## config.mk

```make
export PLATFORM = sky130hd
export DESIGN_NAME = spi_axi2apb_bridge_flat
export DESIGN_NICKNAME = d
export VERILOG_FILES = /design/src/rtl/spi_bridge_pkg.sv /design/src/rtl/apb_intf.sv /design/src/rtl/spi_axi2apb_bridge.sv /design/src/flat_wrapper.sv
export SDC_FILE = /design/constraint.sdc
export NUM_CORES = 1
export LEC_CHECK = 0
export BUFFER_PORTS_ARGS = -buffer_cell sky130_fd_sc_hd__buf_2
export CAP_MARGIN = 30
export CORE_MARGIN = 2
export CORE_UTILIZATION = 40
export CTS_CLUSTER_DIAMETER = 50
export DETAILED_ROUTE_END_ITERATION = 6
export GPL_TIMING_DRIVEN = 0
export PLACE_DENSITY = 0.86
export SLEW_MARGIN = 10
export SYNTH_ARGS = -nofsm -noshare
export SYNTH_HDL_FRONTEND = slang
export SYNTH_SLANG_ARGS = --single-unit
```

## constraint.sdc

```tcl
create_clock -name clk -period 1.9 [get_ports clk]
set_input_delay 0.095 -clock clk [delete_from_list [all_inputs] [get_ports clk]]
set_output_delay 0.095 -clock clk [all_outputs]
set_load 0.05 [all_outputs]
```

## src/rtl/spi_bridge_pkg.sv

```systemverilog
// rtl/spi_bridge_pkg.sv - shared types and response codes for the AXI-to-APB bridge
// Purpose: FSM state encoding and AXI response codes used by spi_axi2apb_bridge.
// Contents: state_t (IDLE, SETUP, ACCESS, WRESP, RRESP); OKAY, SLVERR, DECERR.
package spi_bridge_pkg;

  typedef enum logic [2:0] {
    IDLE   = 3'd0,
    SETUP  = 3'd1,
    ACCESS = 3'd2,
    WRESP  = 3'd3,
    RRESP  = 3'd4
  } state_t;

  localparam logic [1:0] OKAY   = 2'b00;
  localparam logic [1:0] SLVERR = 2'b10;
  localparam logic [1:0] DECERR = 2'b11;

endpackage

```

## src/rtl/apb_intf.sv

```systemverilog
// rtl/apb_intf.sv - APB bus bundle between the bridge and the SPI core APB splitter
// Purpose: groups the APB request/response signals of one APB segment.
// Signals: psel, penable, pwrite, paddr[ADDR_W], pprot[3], pwdata[DATA_W],
//          pstrb[DATA_W/8] (requester side); pready, prdata[DATA_W], pslverr (completer side).
// Modports: master drives the request side, slave drives the response side.
interface apb_intf #(
  parameter int ADDR_W = 32,
  parameter int DATA_W = 32
);

  logic                  psel;
  logic                  penable;
  logic                  pwrite;
  logic [ADDR_W-1:0]     paddr;
  logic [2:0]            pprot;
  logic [DATA_W-1:0]     pwdata;
  logic [DATA_W/8-1:0]   pstrb;
  logic                  pready;
  logic [DATA_W-1:0]     prdata;
  logic                  pslverr;

  modport master (
    output psel, penable, pwrite, paddr, pprot, pwdata, pstrb,
    input  pready, prdata, pslverr
  );

  modport slave (
    input  psel, penable, pwrite, paddr, pprot, pwdata, pstrb,
    output pready, prdata, pslverr
  );

endinterface

```

## src/rtl/spi_axi2apb_bridge.sv

```systemverilog
// rtl/spi_axi2apb_bridge.sv - AXI4-Lite slave to APB master bridge for the SPI core register file
// Purpose: accepts one AXI4-Lite read or write at a time and replays it as a single
//          APB transfer, returning the APB completion status as the AXI response.
// Ports:   clk, rstn (async active-low)
//          AW: awvalid/awready, awaddr, awprot   W: wvalid/wready, wdata, wstrb
//          B:  bvalid/bready, bresp              AR: arvalid/arready, araddr, arprot
//          R:  rvalid/rready, rdata, rresp       apb: apb_intf.master
module spi_axi2apb_bridge
  import spi_bridge_pkg::*;
#(
  parameter int ADDR_W  = 32,
  parameter int DATA_W  = 32,
  parameter int TIMEOUT = 256
) (
  input  logic                clk,
  input  logic                rstn,
  input  logic                awvalid,
  output logic                awready,
  input  logic [ADDR_W-1:0]   awaddr,
  input  logic [2:0]          awprot,
  input  logic                wvalid,
  output logic                wready,
  input  logic [DATA_W-1:0]   wdata,
  input  logic [DATA_W/8-1:0] wstrb,
  output logic                bvalid,
  input  logic                bready,
  output logic [1:0]          bresp,
  input  logic                arvalid,
  output logic                arready,
  input  logic [ADDR_W-1:0]   araddr,
  input  logic [2:0]          arprot,
  output logic                rvalid,
  input  logic                rready,
  output logic [DATA_W-1:0]   rdata,
  output logic [1:0]          rresp,
  apb_intf.master             apb
);

  localparam int CNT_W = (TIMEOUT > 1) ? $clog2(TIMEOUT + 1) : 1;

  state_t                state;
  state_t                state_nx;
  logic                  prefer_wr;
  logic [ADDR_W-1:0]     addr_q;
  logic [2:0]            prot_q;
  logic [DATA_W-1:0]     wdata_q;
  logic [DATA_W/8-1:0]   wstrb_q;
  logic                  write_q;
  logic [DATA_W-1:0]     rdata_q;
  logic [1:0]            resp_q;
  logic [CNT_W-1:0]      tcnt;

  logic                  wr_elig;
  logic                  rd_elig;
  logic                  grant_wr;
  logic                  grant_rd;
  logic                  timed_out;
  logic                  psel_c;
  logic                  penable_c;

  // A write needs both AW and W so address and data are always taken together.
  assign wr_elig  = awvalid & wvalid;
  assign rd_elig  = arvalid;
  // On contention the direction that did not win last time goes first.
  assign grant_wr = wr_elig & (~rd_elig | prefer_wr);
  assign grant_rd = rd_elig & (~wr_elig | ~prefer_wr);

  // tcnt counts completed wait cycles; this is the last one allowed.
  generate
    if (TIMEOUT > 0) begin : g_timeout
      assign timed_out = (tcnt == CNT_W'(TIMEOUT - 1));
    end else begin : g_no_timeout
      assign timed_out = 1'b0;
    end
  endgenerate

  always_ff @(posedge clk or negedge rstn) begin
    if (!rstn) begin
      state <= IDLE;
    end else begin
      state <= state_nx;
    end
  end

  always_comb begin
    state_nx  = state;
    awready   = 1'b0;
    wready    = 1'b0;
    arready   = 1'b0;
    psel_c    = 1'b0;
    penable_c = 1'b0;
    bvalid    = 1'b0;
    rvalid    = 1'b0;
    case (state)
      IDLE: begin
        // Readies are gated by rstn so nothing looks accepted while held in reset.
        if (rstn && grant_wr) begin
          awready  = 1'b1;
          wready   = 1'b1;
          state_nx = SETUP;
        end else if (rstn && grant_rd) begin
          arready  = 1'b1;
          state_nx = SETUP;
        end
      end
      SETUP: begin
        // pready here belongs to nobody and is deliberately not looked at.
        psel_c   = 1'b1;
        state_nx = ACCESS;
      end
      ACCESS: begin
        psel_c    = 1'b1;
        penable_c = 1'b1;
        if (apb.pready || timed_out) begin
          state_nx = write_q ? WRESP : RRESP;
        end
      end
      WRESP: begin
        bvalid = 1'b1;
        if (bready) state_nx = IDLE;
      end
      RRESP: begin
        rvalid = 1'b1;
        if (rready) state_nx = IDLE;
      end
      default: state_nx = IDLE;
    endcase
  end

  always_ff @(posedge clk or negedge rstn) begin
    if (!rstn) begin
      prefer_wr <= 1'b1;
      addr_q    <= '0;
      prot_q    <= '0;
      wdata_q   <= '0;
      wstrb_q   <= '0;
      write_q   <= 1'b0;
      rdata_q   <= '0;
      resp_q    <= OKAY;
      tcnt      <= '0;
    end else begin
      case (state)
        IDLE: begin
          if (grant_wr) begin
            addr_q    <= awaddr;
            prot_q    <= awprot;
            wdata_q   <= wdata;
            wstrb_q   <= wstrb;
            write_q   <= 1'b1;
            prefer_wr <= 1'b0;
          end else if (grant_rd) begin
            // Reads carry zero data/strobes so the APB side never sees stale write data.
            addr_q    <= araddr;
            prot_q    <= arprot;
            wdata_q   <= '0;
            wstrb_q   <= '0;
            write_q   <= 1'b0;
            prefer_wr <= 1'b1;
          end
        end
        SETUP: tcnt <= '0;
        ACCESS: begin
          if (apb.pready) begin
            resp_q <= apb.pslverr ? SLVERR : OKAY;
            if (!write_q) rdata_q <= apb.prdata;
          end else if (timed_out) begin
            resp_q <= DECERR;
            if (!write_q) rdata_q <= '0;
          end else begin
            tcnt <= tcnt + 1'b1;
          end
        end
        default: ;
      endcase
    end
  end

  assign apb.psel    = psel_c;
  assign apb.penable = penable_c;
  assign apb.pwrite  = write_q;
  assign apb.paddr   = addr_q;
  assign apb.pprot   = prot_q;
  assign apb.pwdata  = wdata_q;
  assign apb.pstrb   = wstrb_q;

  assign bresp = resp_q;
  assign rresp = resp_q;
  assign rdata = rdata_q;

endmodule

```

## src/flat_wrapper.sv

```systemverilog
// flat-port wrapper written by rule: the top's interface ports become plain ports
module spi_axi2apb_bridge_flat import spi_bridge_pkg::*;
#(
  parameter int ADDR_W  = 32,
  parameter int DATA_W  = 32,
  parameter int TIMEOUT = 256
)
  (clk, rstn, awvalid, awready, awaddr, awprot, wvalid, wready, wdata, wstrb, bvalid, bready, bresp, arvalid, arready, araddr, arprot, rvalid, rready, rdata, rresp, apb_psel, apb_penable, apb_pwrite, apb_paddr, apb_pprot, apb_pwdata, apb_pstrb, apb_pready, apb_prdata, apb_pslverr);
  apb_intf #(.ADDR_W(ADDR_W), .DATA_W(DATA_W)) apb_i ();
  input  logic clk;
  input  logic rstn;
  input  logic awvalid;
  output logic awready;
  input  logic [ADDR_W-1:0] awaddr;
  input  logic [2:0] awprot;
  input  logic wvalid;
  output logic wready;
  input  logic [DATA_W-1:0] wdata;
  input  logic [DATA_W/8-1:0] wstrb;
  output logic bvalid;
  input  logic bready;
  output logic [1:0] bresp;
  input  logic arvalid;
  output logic arready;
  input  logic [ADDR_W-1:0] araddr;
  input  logic [2:0] arprot;
  output logic rvalid;
  input  logic rready;
  output logic [DATA_W-1:0] rdata;
  output logic [1:0] rresp;
  output wire logic [$bits(apb_i.psel)-1:0] apb_psel;
  output wire logic [$bits(apb_i.penable)-1:0] apb_penable;
  output wire logic [$bits(apb_i.pwrite)-1:0] apb_pwrite;
  output wire logic [$bits(apb_i.paddr)-1:0] apb_paddr;
  output wire logic [$bits(apb_i.pprot)-1:0] apb_pprot;
  output wire logic [$bits(apb_i.pwdata)-1:0] apb_pwdata;
  output wire logic [$bits(apb_i.pstrb)-1:0] apb_pstrb;
  input wire logic [$bits(apb_i.pready)-1:0] apb_pready;
  input wire logic [$bits(apb_i.prdata)-1:0] apb_prdata;
  input wire logic [$bits(apb_i.pslverr)-1:0] apb_pslverr;
  assign apb_psel = apb_i.psel;
  assign apb_penable = apb_i.penable;
  assign apb_pwrite = apb_i.pwrite;
  assign apb_paddr = apb_i.paddr;
  assign apb_pprot = apb_i.pprot;
  assign apb_pwdata = apb_i.pwdata;
  assign apb_pstrb = apb_i.pstrb;
  assign apb_i.pready = apb_pready;
  assign apb_i.prdata = apb_prdata;
  assign apb_i.pslverr = apb_pslverr;
  spi_axi2apb_bridge #(.ADDR_W(ADDR_W), .DATA_W(DATA_W), .TIMEOUT(TIMEOUT)) u_core (.clk(clk), .rstn(rstn), .awvalid(awvalid), .awready(awready), .awaddr(awaddr), .awprot(awprot), .wvalid(wvalid), .wready(wready), .wdata(wdata), .wstrb(wstrb), .bvalid(bvalid), .bready(bready), .bresp(bresp), .arvalid(arvalid), .arready(arready), .araddr(araddr), .arprot(arprot), .rvalid(rvalid), .rready(rready), .rdata(rdata), .rresp(rresp), .apb(apb_i));
endmodule
```

==> impl_results.md <==
- DR vias/cell: between 5 and 6
- Post-synth design cell area: 4860 um^2
- Routed Antenna Nets: 0
- DRC: 0
- Post-synthesis mux area share: less than 1%
- Power consumption: 17.1 mW
- Row Count: 40
- Clock share of power: between 20% and 30%
- GRT Overall Usage: 30.6%
- VDD IR max: 1.32 mV
- Initial antenna violation count: 0
- CORE AREA: roughly 12000 um^2
- Yosys warnings: 0
- Pleak: between 4 and 5 nW
- Post-synth top area share: roughly three fifths
- Crit path max fanout: 3
- Final WL: about 21000 um
- Synth Area in Adders: less than 1%
- CP dominant cell by count: ha_4
- RD Place Congestion: slightly below 0.9
- Switching share of power: 48.0%
- Post-route cell area: about 9000 um^2
- Clk sinks: ~120
- Vias post-DR: about 5500
- Number of global-route vias before repair: between 5000 and 6000
- RR Endpoint: u_core.tcnt[3]$_DFFE_PN0P_
- Post-synthesis simple-gate area fraction: slightly below 5%
- Hold_sp: apb_pready
- Clock buffers created by TritonCTS: 17
- Fin. Hold Viols: 0
- Worst Setup Start Kind: flip-flop
- Clock Skews: approximately 0.018 ns
- Final max-slew violation count: 0
- Post-Synth XOR/XNOR Area: 0%
- Synth-to-layout area growth: 84.9%
- Largest family of logic cells by synthesized area: compound AO/OA/AOI/OAI gates
- RSZ-0062 raised after global routing: yes
- Final setup fails: 37
- Compound-Gate Fraction of Synth Area: ~28%
- Synth Instances: 370
- Slew @ Worst Pin: about 0.64 ns
- Clock latency on the worst-skew pair: ~0.42 ns
- TritonCTS clock tree: done
- Boundary Pins: roughly 260
- Internal: a little under 9 mW
- Final min period: about 2.1 ns
- CP required: about 2.2 ns
- Syn_nets: 519
- Syn_area_per_cell: about 13 um^2
- Pre-antenna DRT Iters: 7
- Max cap viols: 0
- Async S/R FF share, synth: 100%
- Starting Density: approximately 40%
- Share of total power in sequential cells: 26.4%
- Diode count: 0
- Fin Hold WS: 0.235 ns
- CP max-delay cell: or4_1
- Deepest clock path buffer count: 2
- Synth top area cells: dfrtp_1 (61%), a22o_1 (12%), a221o_1 (7.2%)
- Worst Path Arrival: around 2.4 ns
- FF-to-FF setup slack: -0.16 ns
- Pwr per Cell Area: about 1900 nW/um^2
- Worst hold endpoint: u_core.rdata[31]$_DFFE_PN0P_
- R2R depth: 8
- Synth Flop Type: dfrtp_1
- 1st-iter DRT viols: 411
- Die height: ~110 um
- Setup crit end kind: flip-flop
- Hold path depth: 3
- Comb pwr share: a little over half
- Worst hold path type: in2reg
- Worst setup margin: -0.159 ns
- Sequential element share of the synthesized area: roughly three fifths
- Largest net degree at the start of global routing: 65
- R2r startpoint: u_core.tcnt[1]$_DFFE_PN0P_
- Status: finished with violations
- Max_slew headroom: 57.4%
- Worst path max stage delay: between 0.4 and 0.5 ns
- Post-place instance area: around 6400 um^2
- Final #Nets: 972
- FMAX: between 400 and 500 MHz
- Grt ovf: 0
- Distinct cells, synth: 46
- Crit path cell chain: ha_4 -> nand3_4 -> nor3_4 -> ha_4 -> buf_4 -> or2_4 -> or4_1 -> a21boi_1
- Die area: roughly 13000 um^2
- Fill cells: just under 700
- Final period util: 108%
- Psw: approximately 8 mW
- #FFs+latches synth: around 120
- Violated checks: negative setup slack
- I/O Buffers: approximately 260
- H-tree levels: 4
- Worst-path clk slew: ~0.060 ns
- Critical path type: reg2reg
- DP HPWL: ~11000 um
- Routed length per instance: between 20 and 25 um
- Horiz. Die Dim: around 110 um
- Root buffer cell: clkbuf_16
- Global-route wire length before repair: a little over 30000 um
- Largest area contributor in the netlist: dfrtp_1
- Share of layout cells above drive strength 1: between 40% and 50%
- EDFF count, synth: 0
cell usage in the layout (no fill, tap or decap), drive strengths merged, types with 3 or more instances in the layout:
master       count
a21oi            3
buf            314
a21o             3
nor4             4
dfrtp          118
clkbuf          37
a22o            68
inv              5
nand3            5
mux2i            4
a221o           35
nor2             4
nand2           13
clkinv           4
a21boi          36
dlygate4sd3    143
bufinv           3
metrics by stage:
step	worst slack, ns	utilization, %	setup TNS (ns)	cells
finish	-0.159	75.4	-1.93	983
detailed placement	-0.680	54.0	-37.44	779
global placement	-1.01	53.7	-109.96	778
global route	-0.219	75.4	-3.77	983
floorplan	-0.0665	-	-0.124	370
CTS	-0.155	73.2	-4.26	964
cell type report:
cell class	instances	area (um^2)	share of cell area [%]
repair buffers	437	3080	34.3
flip-flops and latches	119	2980	33.2
multi-input cells	209	1810	20.2
clock buffers	25	526	5.85
plain buffers	33	264	2.94
well taps	147	184	2.05
clock inverters	7	113	1.25
inverters	6	22.5	0.251
state kept, by name (all words and copies together) (netlist names):
register           flops
u_core.apb.paddr      32
u_core.apb.pprot       3
u_core.apb.pstrb       4
u_core.apb.pwdata     32
u_core.apb.pwrite      1
u_core.bresp           2
u_core.prefer_wr       1
u_core.rdata          32
u_core.state           3
u_core.tcnt            9
timing repair:
item / in CTS / in global routing
cloned: 2 / 3
gates resized for setup: 47 / 41
setup buffers: 11 / 17
hold buffers: 143 / 0
endpoints found under the hold margin: 167 / 0
endpoints found under the setup margin: 116 / 86
pin swaps: 9 / 8
worst max path at each step:
stage / start / cells past startpoint / endpoint / slack, ns
after CTS: u_core.tcnt[0]$_DFFE_PN0P_ / 8 / u_core.rdata[10]$_DFFE_PN0P_ / -0.16
after global routing: u_core.tcnt[1]$_DFFE_PN0P_ / 8 / u_core.tcnt[3]$_DFFE_PN0P_ / -0.22
after floorplan: u_core.state[1]$_DFFE_PN0P_ / 7 / wready / -0.07
after detailed placement: u_core.state[1]$_DFFE_PN0P_ / 6 / u_core.apb.paddr[27]$_DFFE_PN0P_ / -0.68
after global placement: rstn / 4 / wready / -1.01
final: u_core.tcnt[1]$_DFFE_PN0P_ / 8 / u_core.tcnt[3]$_DFFE_PN0P_ / -0.16
critical path, delay by kind of cell, from the launching register on:
kind / cells / cell delay, ns
flip-flops: 1 / 0.42
adder cells (fa/ha/maj): 2 / 0.36
AO/OA/AOI/OAI: 1 / 0.17
buffers and inverters: 1 / 0.13
AND/OR/NAND/NOR: 4 / 0.89
cell usage after synthesis (all sizes together), types with 3 or more instances:
cell type,count
a21boi,36
a21o,3
a21oi,3
a221o,35
a22o,68
buf,22
clkbuf,15
dfrtp,118
inv,5
mux2i,4
nand2,13
nand3,5
nor2,4
nor4,4
power groups by stage:
| stage | clock [mW] | combinational (mW) | sequential, mW |
|---|---|---|---|
| floorplan | 0 | 2.38 | 7.96 |
| global placement | 0 | 7.91 | 4.31 |
| detailed placement | 0 | 8.10 | 4.35 |
| CTS | 3.45 | 8.58 | 4.40 |
| global route | 3.61 | 9.50 | 4.60 |
| finish | 3.47 | 9.14 | 4.52 |
layer usage:
layer | routed length, um | track usage [%] | share of wire (%)
met1 | 7680 | 35.0 | 37
met2 | 10800 | 51.7 | 51
met3 | 1560 | 8.31 | 7.5
met4 | 913 | 17.2 | 4.4
met5 | 0 | 0 | 0
cells by family after synthesis:
group                      count (synthesis)
AOI/OAI and AO/OA                        159
muxes                                      4
DFF                                      119
and+or+nand+nor                           43
adders and majority gates                  2
buffers and inverters                     43
No activity file was read; power rests on OpenSTA's default activity.
